--- config.mk ---
export PLATFORM = sky130hd
export DESIGN_NAME = branch_resolver_bht
export DESIGN_NICKNAME = d
export VERILOG_FILES = /design/src/rtl/branch_resolver_bht.sv
export SDC_FILE = /design/constraint.sdc
export NUM_CORES = 1
export LEC_CHECK = 0
export CAP_MARGIN = 10
export CORE_UTILIZATION = 41
export CTS_CLUSTER_SIZE = 16
export DETAILED_ROUTE_END_ITERATION = 6
export GPL_ROUTABILITY_DRIVEN = 0
export PLACE_DENSITY = 0.72
export REMOVE_ABC_BUFFERS = 1
export SYNTH_ARGS = -nofsm -noshare
export SYNTH_HDL_FRONTEND = slang
export SYNTH_SLANG_ARGS = --single-unit
--- constraint.sdc ---
create_clock -name clk -period 3.5 [get_ports clk]
set_input_delay 0.875 -clock clk [delete_from_list [all_inputs] [get_ports clk]]
set_output_delay 0.875 -clock clk [all_outputs]
set_load 0.005 [all_outputs]
--- src/rtl/branch_resolver_bht.sv ---
// Branch unit: resolves the branch condition, predicts direction from a table of 2-bit
// saturating counters indexed by PC, trains the table on resolution and keeps saturating statistics.
module branch_resolver_bht #(
  parameter int WIDTH     = 16,
  parameter int PC_WIDTH  = 16,
  parameter int ENTRIES   = 16,
  parameter int INDEX_LSB = 1,
  parameter int CNT_WIDTH = 16
) (
  input  logic                 clk,
  input  logic                 rst_n,
  input  logic                 pred_req,
  input  logic [PC_WIDTH-1:0]  pred_pc,
  output logic                 pred_valid,
  output logic                 pred_taken,
  input  logic                 res_req,
  input  logic [PC_WIDTH-1:0]  res_pc,
  input  logic                 branch,
  input  logic [2:0]           branch_funct,
  input  logic [WIDTH-1:0]     op_a,
  input  logic [WIDTH-1:0]     op_b,
  input  logic                 res_pred_taken,
  output logic                 res_valid,
  output logic                 taken,
  output logic                 mispredict,
  input  logic                 clr_stats,
  output logic [CNT_WIDTH-1:0] branch_cnt,
  output logic [CNT_WIDTH-1:0] mispred_cnt
);

  localparam int IDX_W = $clog2(ENTRIES);

  logic [1:0]       bht [ENTRIES];
  logic [IDX_W-1:0] pred_idx;
  logic [IDX_W-1:0] res_idx;
  logic             cond;
  logic             legal;
  logic             taken_c;
  logic             mispred_c;
  logic             train;
  logic             count;
  logic             unused_pc;

  assign pred_idx  = pred_pc[INDEX_LSB +: IDX_W];
  assign res_idx   = res_pc[INDEX_LSB +: IDX_W];
  assign unused_pc = ^{pred_pc, res_pc};

  always_comb begin
    cond = 1'b0;
    case (branch_funct)
      3'b000:  cond = (op_a == op_b);
      3'b001:  cond = (op_a != op_b);
      3'b010:  cond = ($signed(op_a) <  $signed(op_b));
      3'b011:  cond = ($signed(op_a) >= $signed(op_b));
      3'b100:  cond = (op_a <  op_b);
      3'b101:  cond = (op_a >= op_b);
      default: cond = 1'b0;
    endcase
  end

  // Codes 110/111 resolve not-taken and never touch the table, but still count as branches.
  assign legal     = (branch_funct[2:1] != 2'b11);
  assign taken_c   = branch & legal & cond;
  assign mispred_c = taken_c ^ res_pred_taken;
  assign train     = res_req & branch & legal;
  assign count     = res_req & branch;

  // Non-blocking update gives read-before-write for a same-cycle predict on the same index.
  always_ff @(posedge clk) begin
    if (!rst_n) begin
      for (int i = 0; i < ENTRIES; i++) bht[i] <= 2'b01;
    end else if (train) begin
      if (taken_c && bht[res_idx] != 2'b11)
        bht[res_idx] <= bht[res_idx] + 2'd1;
      else if (!taken_c && bht[res_idx] != 2'b00)
        bht[res_idx] <= bht[res_idx] - 2'd1;
    end
  end

  always_ff @(posedge clk) begin
    if (!rst_n) begin
      pred_valid <= 1'b0;
      pred_taken <= 1'b0;
      res_valid  <= 1'b0;
      taken      <= 1'b0;
      mispredict <= 1'b0;
    end else begin
      pred_valid <= pred_req;
      res_valid  <= res_req;
      if (pred_req) pred_taken <= bht[pred_idx][1];
      if (res_req) begin
        taken      <= taken_c;
        mispredict <= mispred_c;
      end
    end
  end

  always_ff @(posedge clk) begin
    if (!rst_n || clr_stats) begin
      branch_cnt  <= '0;
      mispred_cnt <= '0;
    end else if (count) begin
      if (branch_cnt != '1) branch_cnt <= branch_cnt + CNT_WIDTH'(1);
      if (mispred_c && mispred_cnt != '1) mispred_cnt <= mispred_cnt + CNT_WIDTH'(1);
    end
  end

endmodule

==> impl_metrics.tcl, run 1 <==
set metrics [dict create \
    cp-start-kind "primary input" \
    fin_ws_ns 0.0244 \
    start_util_pct 42.6 \
    swShare_pct 27.2 \
    synthXorXnorAreaFrac_pct 3.77 \
    n_fill_cell 803 \
    syn_inst 420 \
    worst_hold_path_type "reg -> reg" \
    cts_buffers 9 \
    synthAdderAreaFrac_pct 5.38 \
    synth_mux_area_share_pct 12.9 \
    grt_pass1_wl_mm 15.9 \
    synth_flop_cell "dfxtp_1" \
    switchingPower_w 0.000499 \
    yosysWarningCount 0 \
    dieArea_mm2 0.0106 \
    whs_ns 0.473 \
    p_int_w 0.00133 \
    final_cell_mix "clkdlybuf4s50_1 (64), nand2_1 (40), nand3_1 (37), dfxtp_1 (37), buf_4 (37)" \
    r2r_start "bht[10][1]" \
    synth-async-reset-ratio_pct 0 \
    ys_seq_elements 69 \
    area_growth_pct 44.5 \
    path_class "in -> reg" \
    drtIter0Drc 145 \
    drt-wirelength-per-cell_um 16.3 \
    timing.final.crit_share_pct 99.3 \
    drtAntennaViolNets 0 \
    status "finished, final reports clean" \
    via_count 3729 \
    powerDensity_mw_per_mm2 302 \
    crit_path_max_fanout 8 \
    overflow 0 \
    clk_path_buf_depth 2 \
    synthSimpleGateAreaFrac_pct 21.7 \
    layout_commonest_cell "clkdlybuf4s50_1" \
    p_leak_nw 2.23 \
    finalHoldViolCount 0 \
    seqPwrFrac_pct 47.0 \
    r2r_cells 6 \
    yosysUniqueCellTypes 56 \
    maxCapViolCount 0 \
    grt_pass1_vias 3436 \
    drv_slew 0 \
    fin_skew_ns 0.0114 \
    critPathArrivalTime_ns 3.53 \
    synth-edff-count 32 \
    cts-root-buf "clkbuf_8" \
    comb_power_share_pct 21.9 \
    groute.usage.overall_pct 19.6 \
    critPathCaptureType "register" \
    max-vdd-ir-drop_uv 209 \
    antenna_cells 0 \
    r2r_slack_ns 0.96 \
    pin_count 111 \
    slew_headroom_pct 63.2 \
    synth_top_family_by_area "simple AND/OR/NAND/NOR gates" \
    dpl_worst_slack_ns -0.386 \
    dp_hpwl_mm 7.76 \
    drc_errors 0 \
    worstReg2RegEnd "bht[9][0]" \
    whs_path_depth 2 \
    antenna_found_initial 0 \
    hold_start "mispred_cnt[15]" \
    synth-compound-area-share_pct 11.4 \
    finalSetupViolCount 0 \
    p_clk_share_pct 31.1 \
    syn_area_per_cell_um2 9.96 \
    path_clk_slew_ns 0.07 \
    layout-drive-gt1-share_pct 27.1 \
    worstMarginPinSlew_ns 0.552 \
    cts_sinks 69 \
    min_to "mispred_cnt[15]" \
    ys_seq_area_share_pct 40.7 \
    drtPass1Iterations 4 \
    fin_crit_ns 3.48 \
    routed_wl_mm 11.1 \
    vias_per_cell 5.47 \
    clk_latency_ns 0.35 \
    layout.nets 636 \
    cts_tree "built" \
    grt_max_degree 21 \
    rows 36 \
    die_h_um 103 \
    max_freq_ghz 0.288 \
    core_mm2 0.00982 \
    cp_data_required_time_ns 3.56 \
    port_buffers 86 \
    die_w_um 103 \
    htree_levels 3 \
    syn-cell-area_mm2 0.00419 \
]
synth_stat cells (all sizes together) (3+ instances only):
cell type	count	share of area, %
xnor2	5	1.0
nor3	8	1.2
and2	10	1.6
buf	7	1.3
edfxtp	32	23
xor2	13	2.7
nor2	43	4.5
clkbuf	8	0.72
nand2b	3	0.45
nor2b	3	0.45
o21ai	21	2.5
nand2	40	3.6
dfxtp	37	18
nand3	37	4.4
a211oi	10	2.2
a21oi	14	1.7
inv	25	2.2
and4	3	0.63
mux4	15	8.1
ha	18	5.4
nor4	3	0.81
and3	3	0.45
mux2i	16	4.4
or2	9	1.3
nand4	12	1.9
how the worst max path moves through the flow:
stage | start | end | slack (ns) | cells after the start
2_1_floorplan | op_b[15] | bht[11][0] | 0.11 | 9
3_3_place_gp | op_b[13] | bht[7][0] | -0.37 | 11
3_5_place_dp | op_b[15] | bht[0][1] | -0.39 | 11
4_1_cts | op_b[15] | bht[4][1] | 0.02 | 11
5_1_grt | op_b[13] | bht[9][1] | -0.04 | 11
6_report | op_b[15] | bht[9][0] | 0.02 | 11
power by group through the flow:
stage / clock [W] / combinational, W / sequential, W
finish: 0.000568 / 0.000401 / 0.000861
CTS: 0.000579 / 0.000345 / 0.000860
global placement: 0 / 0.000332 / 0.000877
detailed placement: 0 / 0.000340 / 0.000879
floorplan: 0 / 0.000164 / 0.000877
global route: 0.000615 / 0.000430 / 0.000861
final cells by class:
type	instances	area (um2)	area share [%]
tap	133	166	2.75
clock inverter	2	10.0	0.165
sequential	69	1700	28.1
inverter	25	93.8	1.55
multi-input combinational	312	2670	44.1
timing repair buffer	127	1260	20.8
clock buffer	14	153	2.52
stage by stage:
stage | utilization, % | instance area [um2] | TNS [ns] | power (W) | cells
floorplan | - | 4100 | 0 | 0.00104 | 405
global placement | 55.4 | 5440 | -23.63 | 0.00121 | 662
detailed placement | 55.4 | 5440 | -24.46 | 0.00122 | 662
CTS | 57.3 | 5620 | 0 | 0.00178 | 678
global route | 61.6 | 6050 | -0.873 | 0.00191 | 682
finish | 61.6 | 6050 | 0 | 0.00183 | 682
cells by family after synthesis:
| logic type | after synthesis |
|---|---|
| multiplexers | 32 |
| AND/OR/NAND/NOR | 176 |
| XOR/XNOR | 18 |
| buffers and inverters | 40 |
| flip-flops | 69 |
| AO/OA/AOI/OAI | 67 |
| adder cells (fa/ha/maj) | 18 |
per-layer routing:
layer  track usage, %  routed length (um)  up-vias
li1                 -                   -     1793
met1             22.8                4410     1794
met2             35.0                5800      123
met3             4.95                 710       19
met4             7.04                 176        0
met5                0                   0        -
worst max-delay path: stages:
cell and delay (ns):
clkdlybuf4s50_1 0.47, inv_1 0.07, ha_4 0.28, nand4_4 0.17, o22ai_2 0.23, a211oi_1 0.07, buf_4 0.15, a31o_2 0.27
nor3_4 0.28, mux2_4 0.45, o21ai_4 0.20
registers in the layout, indices dropped and copies added, names as in the netlist:
register     count
res_valid        1
branch_cnt      16
bht             32
pred_valid       1
mispredict       1
mispred_cnt     16
taken            1
pred_taken       1
repair_timing:
| item | in CTS | in global routing |
|---|---|---|
| endpoints found under the hold margin | 0 | 0 |
| buffers inserted | 0 | 3 |
| setup endpoints to repair | 14 | 64 |
| pin swaps | 0 | 21 |
| hold buffers | 0 | 0 |
| cloned | 0 | 1 |
| gates resized for setup | 4 | 79 |
Power figures use the tool's default switching activity.
==> inputs of run 2 (changes only) <==
- CORE_MARGIN: unset -> 1.5
- CTS_CLUSTER_SIZE: 16 -> 14
==> run 2 against run 1 <==
  * Sequential share of layout area decreased by 0.27 points
  * Via count decreased by 0.72%
  * Combinational power increased by 1%
  * Critical path type unchanged
  * Critical endpoint is now mispred_cnt[12]
==> impl_metrics.tcl, run 2 (same netlist as run 1, synthesis figures left out) <==
set metrics [dict create \
    status "finished, final reports clean" \
    slowest_stage "a311o_2" \
    layout-drive-gt1-share_pct 28.9 \
    drt-wirelength-per-cell_um 16.2 \
    largest_reg_flops 32 \
    reg_top3 "bht (32), branch_cnt (16), mispred_cnt (16)" \
    drc_errors 0 \
    groute.usage.overall_pct 20.0 \
    slew_headroom_pct 62.2 \
    postCtsHoldBufs 0 \
    crit_path_max_fanout 6 \
    cp-start-kind "primary input" \
    max_freq_ghz 0.295 \
    fin_util_pct 62.2 \
    dieArea_mm2 0.0108 \
    worst_hold_path_type "reg -> reg" \
    cts_tree "built" \
    fin_crit_ns 3.39 \
    final_cell_count_no_fill 687 \
    die_w_um 104 \
    routed_wl_mm 11.1 \
    drv_slew 0 \
    top_register "bht" \
    overflow 0 \
    finalInstanceArea_mm2 0.00611 \
    cts-root-buf "clkbuf_8" \
    whs_path_depth 2 \
    port_buffers 86 \
    core_mm2 0.00982 \
    finalHoldViolCount 0 \
    drtIter0Drc 184 \
    critPathArrivalTime_ns 3.65 \
    grt_max_degree 20 \
    cts_sinks 69 \
    dp_cells 663 \
    drtPass1Iterations 4 \
    cpPeakStageDelay_ns 0.48 \
    path_clk_slew_ns 0.07 \
    antenna_found_initial 0 \
    tns_ns 0 \
    via_count 3702 \
    clk_latency_ns 0.34 \
    placed_area_mm2 0.00546 \
    maxCapViolCount 0 \
    max-vdd-ir-drop_uv 177 \
    final_cell_mix "clkdlybuf4s50_1 (66), nand2_1 (40), nand3_1 (37), dfxtp_1 (37), buf_4 (37)" \
    clk_path_buf_depth 2 \
    vias_per_cell 5.39 \
    antenna_cells 0 \
    layout_commonest_cell "clkdlybuf4s50_1" \
    timing.final.crit_share_pct 96.8 \
    cp_data_required_time_ns 3.76 \
    pin_count 111 \
    layout.nets 641 \
    grt_pass1_wl_mm 17.5 \
    area_growth_pct 45.9 \
    grt_pass1_vias 3714 \
    rows 36 \
    drtAntennaViolNets 0 \
    path_cells "clkdlybuf4s50_1, ha_4, nand4_1, nor4_4, xor2_1, o32a_1, a311o_2, buf_6, a211oi_2, mux2i_1" \
    n_fill_cell 801 \
    start_util_pct 42.6 \
    worstMarginPinSlew_ns 0.566 \
    r2r_cells 9 \
    powerDensity_mw_per_mm2 310 \
    finalSetupViolCount 0 \
    p_leak_nw 2.24 \
    dp_hpwl_mm 7.65 \
    critPathCaptureType "register" \
    power_w 0.00189 \
    fin_skew_ns 0.0111 \
    die_h_um 104 \
    path_class "in -> reg" \
    htree_levels 3 \
    cts_buffers 9 \
]
## run 2: critical path: cells and delay by family
family | cells | cell delay, ns
XOR/XNOR | 1 | 0.13
adder cells (fa/ha/maj) | 1 | 0.28
AO/OA/AOI/OAI | 3 | 1.08
multiplexers | 1 | 0.22
buffers and inverters | 2 | 0.59
AND/OR/NAND/NOR | 2 | 0.46
## run 2: layer usage
| metal | wire length (um) | up-vias | track usage (%) |
|---|---|---|---|
| li1 | - | 1805 | - |
| met1 | 4520 | 1762 | 24.3 |
| met2 | 5830 | 123 | 35.4 |
| met3 | 617 | 12 | 3.45 |
| met4 | 149 | 0 | 7.34 |
| met5 | 0 | - | 0 |
## run 2: through the flow
step	hold WS [ns]	setup WS (ns)
finish	0.481	0.111
detailed placement	0.477	-0.501
CTS	0.487	0.0111
floorplan	0.464	0.113
global route	0.509	-0.0240
global placement	0.461	-0.488
## run 2: power breakdown
part / internal, W / switching (W) / total (W)
clock: 0.000326 / 0.000300 / 0.000627
sequential: 0.000853 / 0.00000681 / 0.000860
combinational: 0.000212 / 0.000194 / 0.000406
## run 2: worst paths after layout
check                                      from              end  slack (ns)
worst max-delay path                    op_a[1]  mispred_cnt[12]        0.11
worst min-delay path            mispred_cnt[15]  mispred_cnt[15]        0.48
worst max register to register   mispred_cnt[0]   mispred_cnt[1]        0.92
worst min register to register  mispred_cnt[15]  mispred_cnt[15]        0.48
## run 2: area by class of cell
type                       instances  area [um2]  share of cell area, %
tap                              133         166                   2.72
inverter                          25        93.8                   1.54
clock buffer                      13         174                   2.85
timing repair buffer             132        1310                   21.5
clock inverter                     3        16.3                  0.266
multi-input combinational        312        2650                   43.3
sequential                        69        1700                   27.9
## run 2: timing repair
| action | 4_1_cts | 5_1_grt |
|---|---|---|
| buffers inserted | 2 | 4 |
| gates cloned | 1 | 1 |
| setup endpoints to repair | 34 | 76 |
| resized for setup | 31 | 51 |
| pin swaps | 4 | 15 |
| endpoints found under the hold margin | 0 | 0 |
